## config.mk

```make
export PLATFORM = sky130hd
export DESIGN_NAME = adder_rr_scheduler
export DESIGN_NICKNAME = d
export VERILOG_FILES = /design/src/rtl/adder_rr_scheduler.sv
export SDC_FILE = /design/constraint.sdc
export NUM_CORES = 1
export LEC_CHECK = 0
export ABC_AREA = 0
export CORE_ASPECT_RATIO = 1.5
export CORE_MARGIN = 5
export CORE_UTILIZATION = 42
export DETAILED_ROUTE_END_ITERATION = 7
export PLACE_DENSITY = 0.81
export SLEW_MARGIN = 20
export SYNTH_ARGS = -nofsm -noshare
export SYNTH_HDL_FRONTEND = slang
export SYNTH_SLANG_ARGS = --single-unit
```

## constraint.sdc

```tcl
create_clock -name clk -period 2.3 [get_ports clk]
set_input_delay 0.46 -clock clk [delete_from_list [all_inputs] [get_ports clk]]
set_output_delay 0.46 -clock clk [all_outputs]
set_load 0.01 [all_outputs]
```

## src/rtl/adder_rr_scheduler.sv

```systemverilog
// Round-robin scheduler sharing one 8-bit parallel-prefix adder among NREQ requesters.
// Optional transaction counter enabled by defining ADDER_RR_SCHED_STATS_EN.

module adder (
  input  logic [7:0] a,
  input  logic [7:0] b,
  output logic [7:0] sum
);

  logic [6:0] g0;
  logic [7:0] p0;
  logic [6:0] g1;
  logic [6:2] p1;
  logic [6:0] g2;
  logic [6:4] p2;
  logic [6:0] g3;

  // Kogge-Stone prefix over bits 0..6; bit 7 carry-out is never formed
  always_comb begin
    g0  = a[6:0] & b[6:0];
    p0  = a ^ b;
    g1  = {g0[6:1] | (p0[6:1] & g0[5:0]), g0[0]};
    p1  = p0[6:2] & p0[5:1];
    g2  = {g1[6:2] | (p1[6:2] & g1[4:0]), g1[1:0]};
    p2  = p1[6:4] & p1[4:2];
    g3  = {g2[6:4] | (p2[6:4] & g2[2:0]), g2[3:0]};
    sum = p0 ^ {g3, 1'b0};
  end

endmodule

module adder_rr_scheduler #(
  parameter  int NREQ = 4,
  localparam int IDW  = $clog2(NREQ)
) (
  input  logic                clk,
  input  logic                rst_n,
  input  logic [NREQ-1:0]     req_valid,
  output logic [NREQ-1:0]     req_ready,
  input  logic [NREQ*8-1:0]   req_a,
  input  logic [NREQ*8-1:0]   req_b,
  output logic                rsp_valid,
  input  logic                rsp_ready,
  output logic [IDW-1:0]      rsp_id,
  output logic [7:0]          rsp_sum,
  output logic [15:0]         txn_count
);

  logic [7:0]     a_q, a_d, b_q, b_d;
  logic [IDW-1:0] id_q, id_d;
  logic           a_vld_q, a_vld_d;
  logic [IDW-1:0] ptr_q, ptr_d;
  logic [7:0]     rsp_sum_q, rsp_sum_d;
  logic [IDW-1:0] rsp_id_q, rsp_id_d;
  logic           rsp_valid_q, rsp_valid_d;

  logic           r_load, a_free, accept, grant_found;
  logic [IDW-1:0] grant_id;
  logic [IDW:0]   cand;
  logic [7:0]     sel_a, sel_b, adder_sum;

  adder u_adder (
    .a   (a_q),
    .b   (b_q),
    .sum (adder_sum)
  );

  // Search starts just after the last winner and wraps modulo NREQ
  always_comb begin
    grant_found = 1'b0;
    grant_id    = '0;
    cand        = '0;
    for (int k = 1; k <= NREQ; k++) begin
      cand = {1'b0, ptr_q} + (IDW+1)'(k);
      if (cand >= (IDW+1)'(NREQ)) cand = cand - (IDW+1)'(NREQ);
      if (!grant_found && req_valid[cand[IDW-1:0]]) begin
        grant_found = 1'b1;
        grant_id    = cand[IDW-1:0];
      end
    end
  end

  always_comb begin
    r_load = a_vld_q & (~rsp_valid_q | rsp_ready);
    a_free = ~a_vld_q | r_load;
    accept = grant_found & a_free;

    req_ready = '0;
    sel_a     = '0;
    sel_b     = '0;
    for (int i = 0; i < NREQ; i++) begin
      if (grant_id == IDW'(i)) begin
        req_ready[i] = accept;
        sel_a        = req_a[8*i +: 8];
        sel_b        = req_b[8*i +: 8];
      end
    end

    a_d     = accept ? sel_a : a_q;
    b_d     = accept ? sel_b : b_q;
    id_d    = accept ? grant_id : id_q;
    ptr_d   = accept ? grant_id : ptr_q;
    a_vld_d = accept | (a_vld_q & ~r_load);

    rsp_sum_d   = r_load ? adder_sum : rsp_sum_q;
    rsp_id_d    = r_load ? id_q : rsp_id_q;
    rsp_valid_d = r_load | (rsp_valid_q & ~rsp_ready);
  end

  always_ff @(posedge clk or negedge rst_n) begin
    if (!rst_n) begin
      a_q         <= '0;
      b_q         <= '0;
      id_q        <= '0;
      a_vld_q     <= 1'b0;
      ptr_q       <= IDW'(NREQ-1);
      rsp_sum_q   <= '0;
      rsp_id_q    <= '0;
      rsp_valid_q <= 1'b0;
    end else begin
      a_q         <= a_d;
      b_q         <= b_d;
      id_q        <= id_d;
      a_vld_q     <= a_vld_d;
      ptr_q       <= ptr_d;
      rsp_sum_q   <= rsp_sum_d;
      rsp_id_q    <= rsp_id_d;
      rsp_valid_q <= rsp_valid_d;
    end
  end

  assign rsp_valid = rsp_valid_q;
  assign rsp_id    = rsp_id_q;
  assign rsp_sum   = rsp_sum_q;

`ifdef ADDER_RR_SCHED_STATS_EN
  logic [15:0] txn_q, txn_d;

  // Saturating count of accepted operand pairs
  always_comb begin
    txn_d = txn_q;
    if (accept && txn_q != 16'hFFFF) txn_d = txn_q + 16'd1;
  end

  always_ff @(posedge clk or negedge rst_n) begin
    if (!rst_n) txn_q <= '0;
    else        txn_q <= txn_d;
  end

  assign txn_count = txn_q;
`else
  assign txn_count = 16'h0000;
`endif

endmodule

```

* After elaboration in Yosys (flattened, before gate mapping) *
Cells that the tools add are included.

cells by class
  bitwise gates (word level) = 23
  $lt $le $gt $ge = 8
  reductions and logical operators = 7
  muxes and demuxes = 32
  multiply operators = 0
  equality and inequality tests = 3
  add/sub/neg operators = 8
  div/mod/pow operators = 0
  shift operators = 0

operators by type and width
  cell                   number
  $mux W8                8
  $mux W2                8
  $xor A8 B8 Y8          2
  $ge A3 B3 Y1 const B   4
  $lt A2 B3 Y1 const B   4
  $mux W1                12
  $and A5 B5 Y5          2
  $bmux W1 S2            4
  $sub A2 B1 Y2 const B  4
  $and A7 B7 Y7          1
  $add A2 B2 Y3 const B  2
  $and A3 B3 Y3          2
  $and A6 B6 Y6          1
  $or A6 B6 Y6           1
  $or A5 B5 Y5           1
  $and A1 B1 Y1          4
  $eq A2 B2 Y1 const B   2
  $not A1 Y1             4
  $or A1 B1 Y1           4
  $add A2 B1 Y3 const B  1
  $add A2 B3 Y3 const B  1
  $logic_and A1 B1 Y1    3
  $logic_not A1 Y1       3
  $or A3 B3 Y3           1
  2 further kinds        2

storage, ports and cells
  bits of input ports = 71
  output and inout bits = 31
  ROM bits = 0
  memories = 0
  register bits = 32
  RAM bits = 0
  bits in latches = 0
  word-level logic and storage cells = 89

* Longest topological paths before layout *
Gate-level depths: netlist of the first run.

  depth after elaboration = 20
  depth in mapped cells = 8
  mapped depth without buffers = 8

* By module *
Synthesis of the first run repeated with hierarchy kept, for this count alone.

unflattened totals
  cell total of the unflattened synthesis = 232
  area, all modules = 2,304.7 um^2

modules (own cells, without submodules)
  module              instances  cells an instance  area each (um^2)
  adder_rr_scheduler  1          191                1,994.4
  adder               1          41                 310.3

* Least setup slack after synthesis of the first run *
No wires, ideal clock.

  path kind = flip-flop to output port
  from = register ptr_q[1]
  to = output req_ready[2]
  data required time = 1.840 ns
  cell stages (with the launch flop) = 8
  arrival time = 1.856 ns
  path slack = -0.016 ns
  path buffers = 3
  path through = dfstp_2 buf_6 mux2i_4 a2bb2oi_4 nand2_4 buf_6 buf_2 nor3_1

on the way
  longest elaborated chain between the ends = 17
  elaborated cells on any way between the ends = 41
  classes of those cells = 8 x add/sub; 4 x order compare; 1 x eq/ne; 21 x mux; 1 x bitwise; 6 x reduce/logical

RTL lines
  what                                                  RTL line  text
  from (decl)                                           52        logic [IDW-1:0] ptr_q, ptr_d;
  from (signal assigned)                                116       ptr_q <= IDW'(NREQ-1);
  from (signal assigned)                                125       ptr_q <= ptr_d;
  $add A2 B1 Y3                                         74        cand = {1'b0, ptr_q} + (IDW+1)'(k);
  $ge A3 B3 Y1 / $sub A2 B1 Y2 (equally long branches)  75        if (cand >= (IDW+1)'(NREQ)) cand = cand - (IDW+1)'(NREQ);
  $mux W2                                               75
  $bmux W1 S2                                           76        if (!grant_found && req_valid[cand[IDW-1:0]]) begin
  $mux W1 (not written as such)                         76
  $mux W1                                               76
  $logic_not A1 Y1                                      76
  $logic_and A1 B1 Y1                                   76
  $mux W1                                               76
  $logic_not A1 Y1                                      76
  $logic_and A1 B1 Y1                                   76
  $mux W1                                               76
  $logic_not A1 Y1                                      76
  $logic_and A1 B1 Y1                                   76
  $mux W2 / $mux W1 (equally long branches)             76
  $eq A2 B2 Y1 / $and A1 B1 Y1 (equally long branches)  92, 86
  $mux W1 (*)                                           92        if (grant_id == IDW'(i)) begin
  to (decl)                                             39        output logic [NREQ-1:0] req_ready,

Every way passes the cells marked *; elsewhere a longest branch is shown, timed or not. The select of a mux whose other input is x is not followed.

* Worst setup path in the final report of the first run *
  from = register ptr_q[0]
  to = output req_ready[1]

on the way
  longest elaborated chain between the ends = 17
  elaborated cells on any way between the ends = 41
  classes of those cells = 8 x add/sub; 4 x order compare; 1 x eq/ne; 21 x mux; 1 x bitwise; 6 x reduce/logical

RTL lines
  what                                                  RTL line
  $add A2 B1 Y3                                         74
  $ge A3 B3 Y1 / $sub A2 B1 Y2 (equally long branches)  75
  $mux W2                                               75
  $bmux W1 S2                                           76
  $mux W1 (not written as such)                         76
  $mux W1                                               76
  $logic_not A1 Y1                                      76
  $logic_and A1 B1 Y1                                   76
  $mux W1                                               76
  $logic_not A1 Y1                                      76
  $logic_and A1 B1 Y1                                   76
  $mux W1                                               76
  $logic_not A1 Y1                                      76
  $logic_and A1 B1 Y1                                   76
  $mux W2 / $mux W1 (equally long branches)             76
  $eq A2 B1 Y1 / $and A1 B1 Y1 (equally long branches)  92, 86
  $mux W1 (*)                                           92

Marked as above.

==> metrics.md, run 1 <==
| Metric | Value |
|---|---|
| GRT Overall Usage | `0.183` |
| Mapped Area | `0.00225 mm2` |
| Crit end category | `primary output` |
| # setup viols final | `0` |
| Clock Skews | `between 0.004 and 0.005 ns` |
| Detailed Place HPWL | `5250 um` |
| Area Overhead vs Synth | `49.9%` |
| Fmax | `440 MHz` |
| Full die area | `0.00694 mm2` |
| Main synth FF type | `dfrtp_1` |
| Fillers | `435` |
| Setup WS post-layout | `0.0265 ns` |
| Root buf cell | `clkbuf_8` |
| Initial antenna violation count | `0` |
| WL final | `6480 um` |
| R2R depth | `6` |
| Top post-synthesis cells by area | `dfrtp_1 (33%), a211oi_1 (6.0%), buf_4 (5.3%), mux2_2 (5.0%), mux2i_1 (4.0%)` |
| Sequential share of the synthesized area | `0.357` |
| IR Drop Worst-Case VDD | `roughly 480 uV` |
| Die X | `around 70 um` |
| DRT Pass-1 Iters | `4` |
| Post-synth top area share | `0.334` |
| Post-route ant nets | `0` |
| Nets | `419` |
| Core Util, Final | `0.652` |
| Worst Max-Slew Pin Slew | `0.549 ns` |
| Setup slack at placement | `-0.467 ns` |
| Slew Viols, Final | `0` |
| H-tree depth | `2` |
| Share of cells above drive strength 1 | `0.182` |
| Die height | `99.6 um` |
| Sink Count | `32` |
| Starting Density | `0.435` |
| Largest net degree at the start of global routing | `33` |
| First-pass GRT wire length | `10100 um` |
| Final GP Congestion | `0.881` |
| Synth top cells by count | `dfrtp_1 (30), a211oi_1 (18), buf_4 (16), nor2_1 (16), a21oi_1 (15)` |
| Core area | `about 0.0052 mm2` |
| Post-synth EDFFs | `0` |
| Ys async rst share | `1.00` |
| #FFs+latches synth | `32` |
| Syn. warnings | `0` |
| RSZ-0062 raised after global routing | `yes` |
| Distinct cells, synth | `46` |
| TritonCTS clock tree | `done` |
| Gr ovfl total | `0` |
| Most frequent cell after synthesis | `dfrtp_1` |
| Crit path max fanout | `3` |
| Clock Latency Late Sink | `around 0.28 ns` |
| Longest Clk Path Bufs | `2` |
| Post-Synthesis Cells | `234` |
| DR DRC count | `0` |
| Yosys top cell by area | `dfrtp_1` |
| WP data arrival | `approximately 1.8 ns` |
| Number of global-route vias before repair | `2174` |
| Hold Path Depth | `2` |
| CP Class | `reg -> out` |
| Vias/cell | `5.29` |
| Slew headroom | `0.634` |
| PortBufs | `85` |
| Fin crit period | `2.27 ns` |
| Final Hold Fails | `0` |
| CTS buffer count | `5` |
| Crit path cell chain | `and3b_1 > o31ai_4 > nand2_1 > buf_4 > nor2_1 > buf_2` |
| Worst min-delay path class | `reg -> reg` |
| Status | `completed` |
| DRT iter0 DRCs | `~100` |
| Avg WL per Cell | `15.8 um` |
| PD cells | `796 mW/mm2` |
| Ports | `102` |
| Synthesized area per cell | `9.60 um2` |
| Rows | `32` |
| Post-route insts no fill | `409` |
| Worst path required time | `1.84 ns` |
| Final cycle utilization of the critical path | `0.988` |
| Slowest stage delay, CP | `~0.56 ns` |
| Slowest CP cell | `dfstp_2` |
| Max-cap violations | `0` |
| Clock slew at reported path FFs | `0.06 ns` |
| ANT cells | `0` |
| Crit start category | `flip-flop` |
| Dpl cells | `396` |
| Vias | `2162` |
| Leakage | `1.46 nW` |
[path summary, 6_finish.rpt]
path                                        start  slack [ns]                endpoint
setup / recovery             ptr_q[0]$_DFFE_PN1N_        0.03            req_ready[1]
hold reg to reg            rsp_sum[4]$_DFFE_PN0P_        0.48  rsp_sum[4]$_DFFE_PN0P_
setup reg to reg             ptr_q[1]$_DFFE_PN1N_        0.17      b_q[1]$_DFFE_PN0N_
min in group asynchronous                   rst_n        0.56      a_q[4]$_DFFE_PN0N_
max in group asynchronous                   rst_n        1.42    ptr_q[0]$_DFFE_PN1N_
hold / removal             rsp_sum[4]$_DFFE_PN0P_        0.48  rsp_sum[4]$_DFFE_PN0P_
[layout make-up]
class	instances	area (um2)	share of cell area
Sequential cell	32	803	0.238
Timing Repair Buffer	111	1030	0.307
Clock buffer	8	90.1	0.0267
Multi-Input combinational cell	185	1340	0.397
Inverter	5	18.8	0.00557
Tap cell	68	85.1	0.0253
[placed cells by master (no fill, tap or decap), types with 2 or more instances in the layout]
| cell type | count |
|---|---|
| inv_1 | 5 |
| a21oi_1 | 15 |
| clkbuf_8 | 6 |
| dfrtp_1 | 30 |
| clkdlybuf4s50_1 | 77 |
| ha_1 | 7 |
| nor4b_1 | 2 |
| nor2b_1 | 2 |
| conb_1 | 16 |
| clkbuf_1 | 2 |
| a221o_1 | 8 |
| mux2_2 | 10 |
| or4_1 | 2 |
| xnor2_1 | 2 |
| buf_4 | 25 |
| buf_2 | 3 |
| nand2b_1 | 3 |
| nand2_1 | 10 |
| mux2i_1 | 9 |
| a21o_1 | 5 |
| nand3_1 | 11 |
| nor2_1 | 15 |
| and3_1 | 8 |
| dlygate4sd2_1 | 4 |
| dfstp_2 | 2 |
| nor3b_1 | 3 |
| a211oi_1 | 18 |
| o21ai_0 | 14 |
[where the power goes]
| part | internal, W | switching [W] |
|---|---|---|
| Sequential | 0.000751 | 0.000122 |
| Combinational | 0.000749 | 0.000624 |
| Clock | 0.000244 | 0.000191 |
[logic make-up (layout without fill, tap and decap cells)]
kind of cell	after synthesis	in the layout	synth area share
xor gates and xnor gates	3	3	0.0117
muxes	21	21	0.107
and+or+nand+nor	67	67	0.164
buffers and inverters	32	124	0.0880
adders and majority gates	8	8	0.0479
DFF	32	32	0.357
AOI/OAI and AO/OA	70	70	0.223
other	1	16	0.00167
[state kept, by name (all words and copies together) (netlist names)]
signal     count
rsp_sum        8
b_q            8
a_vld_q        1
a_q            8
rsp_valid      1
ptr_q          2
rsp_id         2
id_q           2
[timing repair]
item,CTS,global route
pin swaps,3,0
hold buffers,0,0
setup buffers,3,2
gates cloned,0,0
setup endpoints to repair,4,22
resized for setup,22,4
endpoints found under the hold margin,0,0
[routing by layer]
layer / global-route usage / share of wire / vias to the layer above
met4: 0.0944 / 0.031 / 0
li1: - / - / 1050
met5: 0 / 0 / -
met1: 0.179 / 0.34 / 1000
met3: 0.0283 / 0.059 / 16
met2: 0.362 / 0.57 / 96
[per-stage QoR]
step	cell area [um2]	total power, W	hold WS (ns)	setup TNS [ns]
3_3_place_gp	3240	0.00218	0.460	-5.13
2_1_floorplan	2310	0.00168	0.164	0
6_report	3370	0.00268	0.481	0
5_1_grt	3370	0.00286	0.517	-0.124
4_1_cts	3340	0.00267	0.486	0
3_5_place_dp	3240	0.00222	0.472	-5.76
[critical path, delay by kind of cell, from the launching register on]
| family | cells | cell delay, ns |
|---|---|---|
| flops | 1 | 0.56 |
| simple gates | 3 | 0.41 |
| buf+inv | 2 | 0.29 |
| compound gates | 1 | 0.28 |
Note: power is estimated with default switching activity, not from simulation.
==> inputs of run 2 (changes only) <==
--- a/config.mk
+++ b/config.mk
@@ -8,9 +8,9 @@
 export ABC_AREA = 0
 export CORE_ASPECT_RATIO = 1.5
 export CORE_MARGIN = 5
-export CORE_UTILIZATION = 42
+export CORE_UTILIZATION = 50
 export DETAILED_ROUTE_END_ITERATION = 7
-export PLACE_DENSITY = 0.81
+export DONT_BUFFER_PORTS = 1
 export SLEW_MARGIN = 20
 export SYNTH_ARGS = -nofsm -noshare
 export SYNTH_HDL_FRONTEND = slang
==> run 2 against run 1 <==
Net effect:
- global-route usage up 2.1 points
- clock skew up 0.0036 ns
- sequential power up 6.2%
- non-clock buffer count down 88
- final area down 25%
- sequential share of layout area up 7.8 points
- critical path type unchanged
==> metrics.md, run 2 (same netlist as run 1, synthesis figures left out) <==
| Metric | Value |
|---|---|
| Status | `completed` |
| H-tree depth | `2` |
| Full die area | `slightly below 0.006 mm2` |
| Clock Skews | `0.00792 ns` |
| Final GP Congestion | `roughly 0.83` |
| Crit end category | `primary output` |
| Sink Count | `32` |
| Final cycle utilization of the critical path | `0.967` |
| Final Hold Fails | `0` |
| Area Overhead vs Synth | `12.9%` |
| Setup WS post-layout | `between 0.07 and 0.08 ns` |
| DRT Pass-1 Iters | `4` |
| Longest Clk Path Bufs | `2` |
| Die X | `approximately 65 um` |
| Reg2reg start | `ptr_q[1]$_DFFE_PN1N_` |
| Worst min-delay path class | `in -> reg` |
| Root buf cell | `clkbuf_8` |
| Hold Path Depth | `2` |
| Ports | `102` |
| Number of global-route vias before repair | `around 1900` |
| IR Drop Worst-Case VDD | `455 uV` |
| WP data arrival | `approximately 1.8 ns` |
| GRT Overall Usage | `0.204` |
| R2r setup slk | `between 0.15 and 0.2 ns` |
| Starting Density | `0.507` |
| DR DRC count | `0` |
| Slew headroom | `0.524` |
| Detailed Place HPWL | `4300 um` |
| Slew Viols, Final | `0` |
| Core Util, Final | `0.573` |
| PortBufs | `0` |
| Largest net degree at the start of global routing | `31` |
| R2R depth | `6` |
| Crit start category | `flip-flop` |
| CP Class | `reg -> out` |
| Leakage | `~1.1 nW` |
| Fin crit period | `2.22 ns` |
| Most frequent cells in the layout | `dfrtp_1 (30), buf_4 (20), a211oi_1 (18), conb_1 (16), a21oi_1 (15)` |
| Clock Latency Late Sink | `between 0.2 and 0.3 ns` |
| Initial antenna violation count | `0` |
| TritonCTS clock tree | `done` |
| Share of cells above drive strength 1 | `0.236` |
| Nets | `about 330` |
| Worst Max-Slew Pin Slew | `0.713 ns` |
| # setup viols final | `0` |
| Max-cap violations | `0` |
| Core area | `between 0.004 and 0.005 mm2` |
| Die height | `92.1 um` |
| Avg WL per Cell | `between 15 and 20 um` |
| DRT iter0 DRCs | `53` |
| PD cells | `957 mW/mm2` |
| ANT cells | `0` |
| Worst path required time | `1.84 ns` |
| CTS buffer count | `5` |
| Setup slack at placement | `0.112 ns` |
| Rows | `30` |
| Commonest non-fill, non-tap cell in the layout | `dfrtp_1` |
| WL final | `roughly 5700 um` |
| First-pass GRT wire length | `9430 um` |
| Gr ovfl total | `0` |
| Dpl cell area | `0.00228 mm2` |
| Clock slew at reported path FFs | `0.07 ns` |
| Hold Crit Start | `req_valid[1]` |
| Vias | `1815` |
| Hold endpoint | `a_vld_q$_DFF_PN0_` |
| Post-route cell area | `0.00254 mm2` |
| Vias/cell | `6.01` |
| Reg-to-Reg End | `a_q[1]$_DFFE_PN0N_` |
| Fmax | `450 MHz` |
| Crit path max fanout | `9` |
| Worst Hold Slack | `0.327 ns` |
| Post-route ant nets | `0` |
-- run 2: worst max path at each step --
stage | from | to | slack (ns)
floorplan | ptr_q[0]$_DFFE_PN1N_ | req_ready[0] | 0.05
global placement | ptr_q[1]$_DFFE_PN1N_ | b_q[1]$_DFFE_PN0N_ | 0.20
detailed placement | ptr_q[1]$_DFFE_PN1N_ | a_q[7]$_DFFE_PN0N_ | 0.11
CTS | ptr_q[1]$_DFFE_PN1N_ | req_ready[3] | 0.03
global route | ptr_q[1]$_DFFE_PN1N_ | req_ready[3] | -0.02
finish | ptr_q[1]$_DFFE_PN1N_ | req_ready[3] | 0.08
-- run 2: worst max-delay path: stages, from the launching register on --
cell and delay (ns):
dfstp_2 0.61, a21boi_0 0.16, o21ba_2 0.30, nor2_4 0.19, nor3_2 0.07, buf_4 0.14
-- run 2: what timing repair did --
action	in CTS	in global routing
hold endpoints to repair	30	2
resized for setup	4	7
pin swaps	3	2
buffers inserted	4	4
gates cloned	1	0
setup endpoints to repair	4	4
hold buffers	2	1
-- run 2: cell type report --
type,instances,area [um2]
repair buffers,23,190
multi-input cells,186,1370
flip-flops and latches,32,803
clock inverters,2,10.0
clock buffers,6,82.6
well taps,48,60.1
fillers,407,1890
inverters,5,18.8
-- run 2: stage by stage --
stage	total power [W]	setup TNS, ns	std cells
after detailed placement	0.00189	0	282
final	0.00243	0	302
after global routing	0.00262	-0.0160	302
after global placement	0.00185	0	282
after floorplan	0.00168	0	249
after CTS	0.00240	0	297
-- run 2: layer usage --
layer	global-route usage	up-vias	wire length, um
met2	0.337	73	2980
met4	0.0970	0	172
li1	-	883	-
met1	0.240	846	2230
met5	0	-	0
met3	0.0564	13	364
-- run 2: where the power goes --
group	total [W]	internal, W	switching, W
clock network	0.000449	0.000238	0.000210
registers	0.000927	0.000751	0.000176
logic	0.00105	0.000511	0.000542
==> inputs of run 3 (changes only) <==
--- a/config.mk
+++ b/config.mk
@@ -7,7 +7,7 @@
 export LEC_CHECK = 0
 export ABC_AREA = 0
 export CORE_ASPECT_RATIO = 1.5
-export CORE_MARGIN = 5
+export CORE_MARGIN = 3
 export CORE_UTILIZATION = 50
 export DETAILED_ROUTE_END_ITERATION = 7
 export DONT_BUFFER_PORTS = 1
==> run 3 against run 2 <==
Net effect:
- worst hold slack better by 0.041 ns
- sequential cell count unchanged
- final cell count down 0.66%
- sequential share of layout area up 0.19 points
- die area down 10%
- worst setup slack better by 0.0055 ns
- fmax up 0.25%
- largest power group unchanged
- critical endpoint is now req_ready[1]
- largest cell class unchanged
- global-route usage up 2.4 points
- routed wire length up 0.49%
- core utilization up 1.6 points
- count of clock-buffer cells in the layout unchanged
- clock skew down 0.0015 ns
==> metrics.md, run 3 (same netlist as run 1, synthesis figures left out) <==
| Metric | Value |
|---|---|
| Post-route ant nets | `0` |
| Nets | `332` |
| Fillers | `slightly above 400` |
| Avg WL per Cell | `19.3 um` |
| Full die area | `0.00535 mm2` |
| Worst min-delay path class | `in -> reg` |
| GRT Overall Usage | `0.228` |
| Core Util, Final | `0.589` |
| Crit path cell chain | `a21boi_0 > o21ba_2 > nor2_4 > nor2_1 > buf_4` |
| Cell family with most CP delay | `flip-flops` |
| Starting Density | `0.525` |
| Sink Count | `32` |
| Fmax | `451 MHz` |
| Die X | `a little over 60 um` |
| CTS buffer count | `5` |
| Longest Clk Path Bufs | `2` |
| Clock Latency Late Sink | `about 0.29 ns` |
| Root buf cell | `clkbuf_8` |
| Worst path required time | `1.84 ns` |
| R2r setup slk | `0.14 ns` |
| Hold Crit Start | `rsp_ready` |
| WP data arrival | `1.76 ns` |
| DRT Pass-1 Iters | `4` |
| Commonest non-fill, non-tap cell in the layout | `dfrtp_1` |
| Clock slew at reported path FFs | `around 0.07 ns` |
| Most frequent cells in the layout | `dfrtp_1 (30), buf_4 (20), a211oi_1 (18), conb_1 (16)` |
| Number of global-route vias before repair | `1897` |
| Initial antenna violation count | `0` |
| WP buf/inv | `1` |
| Max-cap violations | `0` |
| Crit path max fanout | `9` |
| Core area | `0.00428 mm2` |
| Slowest CP cell | `dfstp_2` |
| Crit. Startpoint | `ptr_q[1]$_DFFE_PN1N_` |
| PD cells | `965 mW/mm2` |
| DRT iter0 DRCs | `65` |
| # setup viols final | `0` |
| Vias | `1845` |
| Leakage | `~1.1 nW` |
| WL final | `between 5000 and 6000 um` |
| IR Drop Worst-Case VDD | `470 uV` |
| Fin crit period | `2.22 ns` |
| Crit end category | `primary output` |
| H-tree depth | `2` |
| Share of cells above drive strength 1 | `0.220` |
| First-pass GRT wire length | `between 9000 and 10000 um` |
| Gr ovfl total | `0` |
| Clock Skews | `0.00646 ns` |
| Ports | `102` |
| Total Neg Setup Slack | `0 ns` |
| Slowest stage delay, CP | `0.62 ns` |
| Rows | `29` |
| Final GP Congestion | `around 0.87` |
| Detailed Place HPWL | `between 4000 and 5000 um` |
| Reg2reg start | `a_q[0]$_DFFE_PN0N_` |
| DR DRC count | `0` |
| Status | `completed` |
| TritonCTS clock tree | `done` |
| Largest net degree at the start of global routing | `31` |
| Slew Viols, Final | `0` |
| ANT cells | `0` |
| Vias/cell | `6.15` |
| Die height | `88.1 um` |
| Final Hold Fails | `0` |
| PortBufs | `0` |
| Area Overhead vs Synth | `12.2%` |
| CP Class | `reg -> out` |
| Final cycle utilization of the critical path | `0.964` |
| Crit start category | `flip-flop` |
| RSZ-0062 raised after global routing | `no` |
[run 3: cell count changes in the layout (fill, tap and decap cells not counted)]
| cell | delta |
|---|---|
| o31ai_2 | +1 |
| nor2_2 | -3 |
| nor2_1 | +3 |
| o31ai_4 | -1 |
| clkinv_2 | -2 |
| and3b_1 | +1 |
| and3b_2 | -1 |
| clkinvlp_4 | +2 |
[run 3: layout make-up]
cell class	count	area, um2	area share
Multi-Input combinational cell	186	1350	0.537
Sequential cell	32	803	0.319
Timing Repair Buffer	23	190	0.0754
Clock buffer	6	82.6	0.0328
Tap cell	46	57.6	0.0228
Inverter	5	18.8	0.00744
Clock inverter	2	15.0	0.00596
[run 3: metrics by stage]
step           power, W  instance area [um2]  setup slack, ns  hold WS, ns  instances
2_1_floorplan   0.00168                 2310           0.0470        0.164        249
3_3_place_gp    0.00184                 2280            0.203        0.165        280
4_1_cts         0.00241                 2460           0.0178      0.00241        294
6_report        0.00243                 2520           0.0821        0.368        300
5_1_grt         0.00264                 2520          0.00243        0.381        300
3_5_place_dp    0.00188                 2280            0.147        0.165        280
[run 3: report_power, final]
| group | switching, W | internal [W] | leakage (nW) |
|---|---|---|---|
| logic | 0.000537 | 0.000504 | 0.691 |
| clock network | 0.000228 | 0.000242 | 0.0434 |
| registers | 0.000172 | 0.000750 | 0.369 |
[run 3: what timing repair did]
action	4_1_cts	5_1_grt
cloned	1	0
setup buffers	3	5
endpoints found under the setup margin	3	3
hold buffers	2	1
pin swaps	2	3
resized for setup	5	2
endpoints found under the hold margin	30	2
[run 3: final timing paths]
check | end | cells after the start
setup / recovery | req_ready[1] | 5
hold / removal | a_vld_q$_DFF_PN0_ | 3
setup reg to reg | rsp_sum[6]$_DFFE_PN0P_ | 8
hold reg to reg | id_q[1]$_DFFE_PN0N_ | 1
max in group asynchronous | rsp_sum[5]$_DFFE_PN0P_ | 2
min in group asynchronous | rsp_valid$_DFF_PN0_ | 2
[run 3: worst register-to-register path, delay by kind of cell (launching register included)]
kind / cells / cell delay, ns
adder cells (fa/ha/maj): 2 / 0.47
buffers and inverters: 1 / 0.09
AND/OR/NAND/NOR: 3 / 0.67
AO/OA/AOI/OAI: 2 / 0.48
flip-flops: 1 / 0.39
[run 3: per-layer routing]
layer / routed length (um) / GRT usage / vias to the layer above
li1: - / - / 877
met1: 2220 / 0.274 / 869
met2: 3030 / 0.376 / 83
met3: 364 / 0.0590 / 16
met4: 163 / 0.0986 / 0
met5: 0 / 0 / -
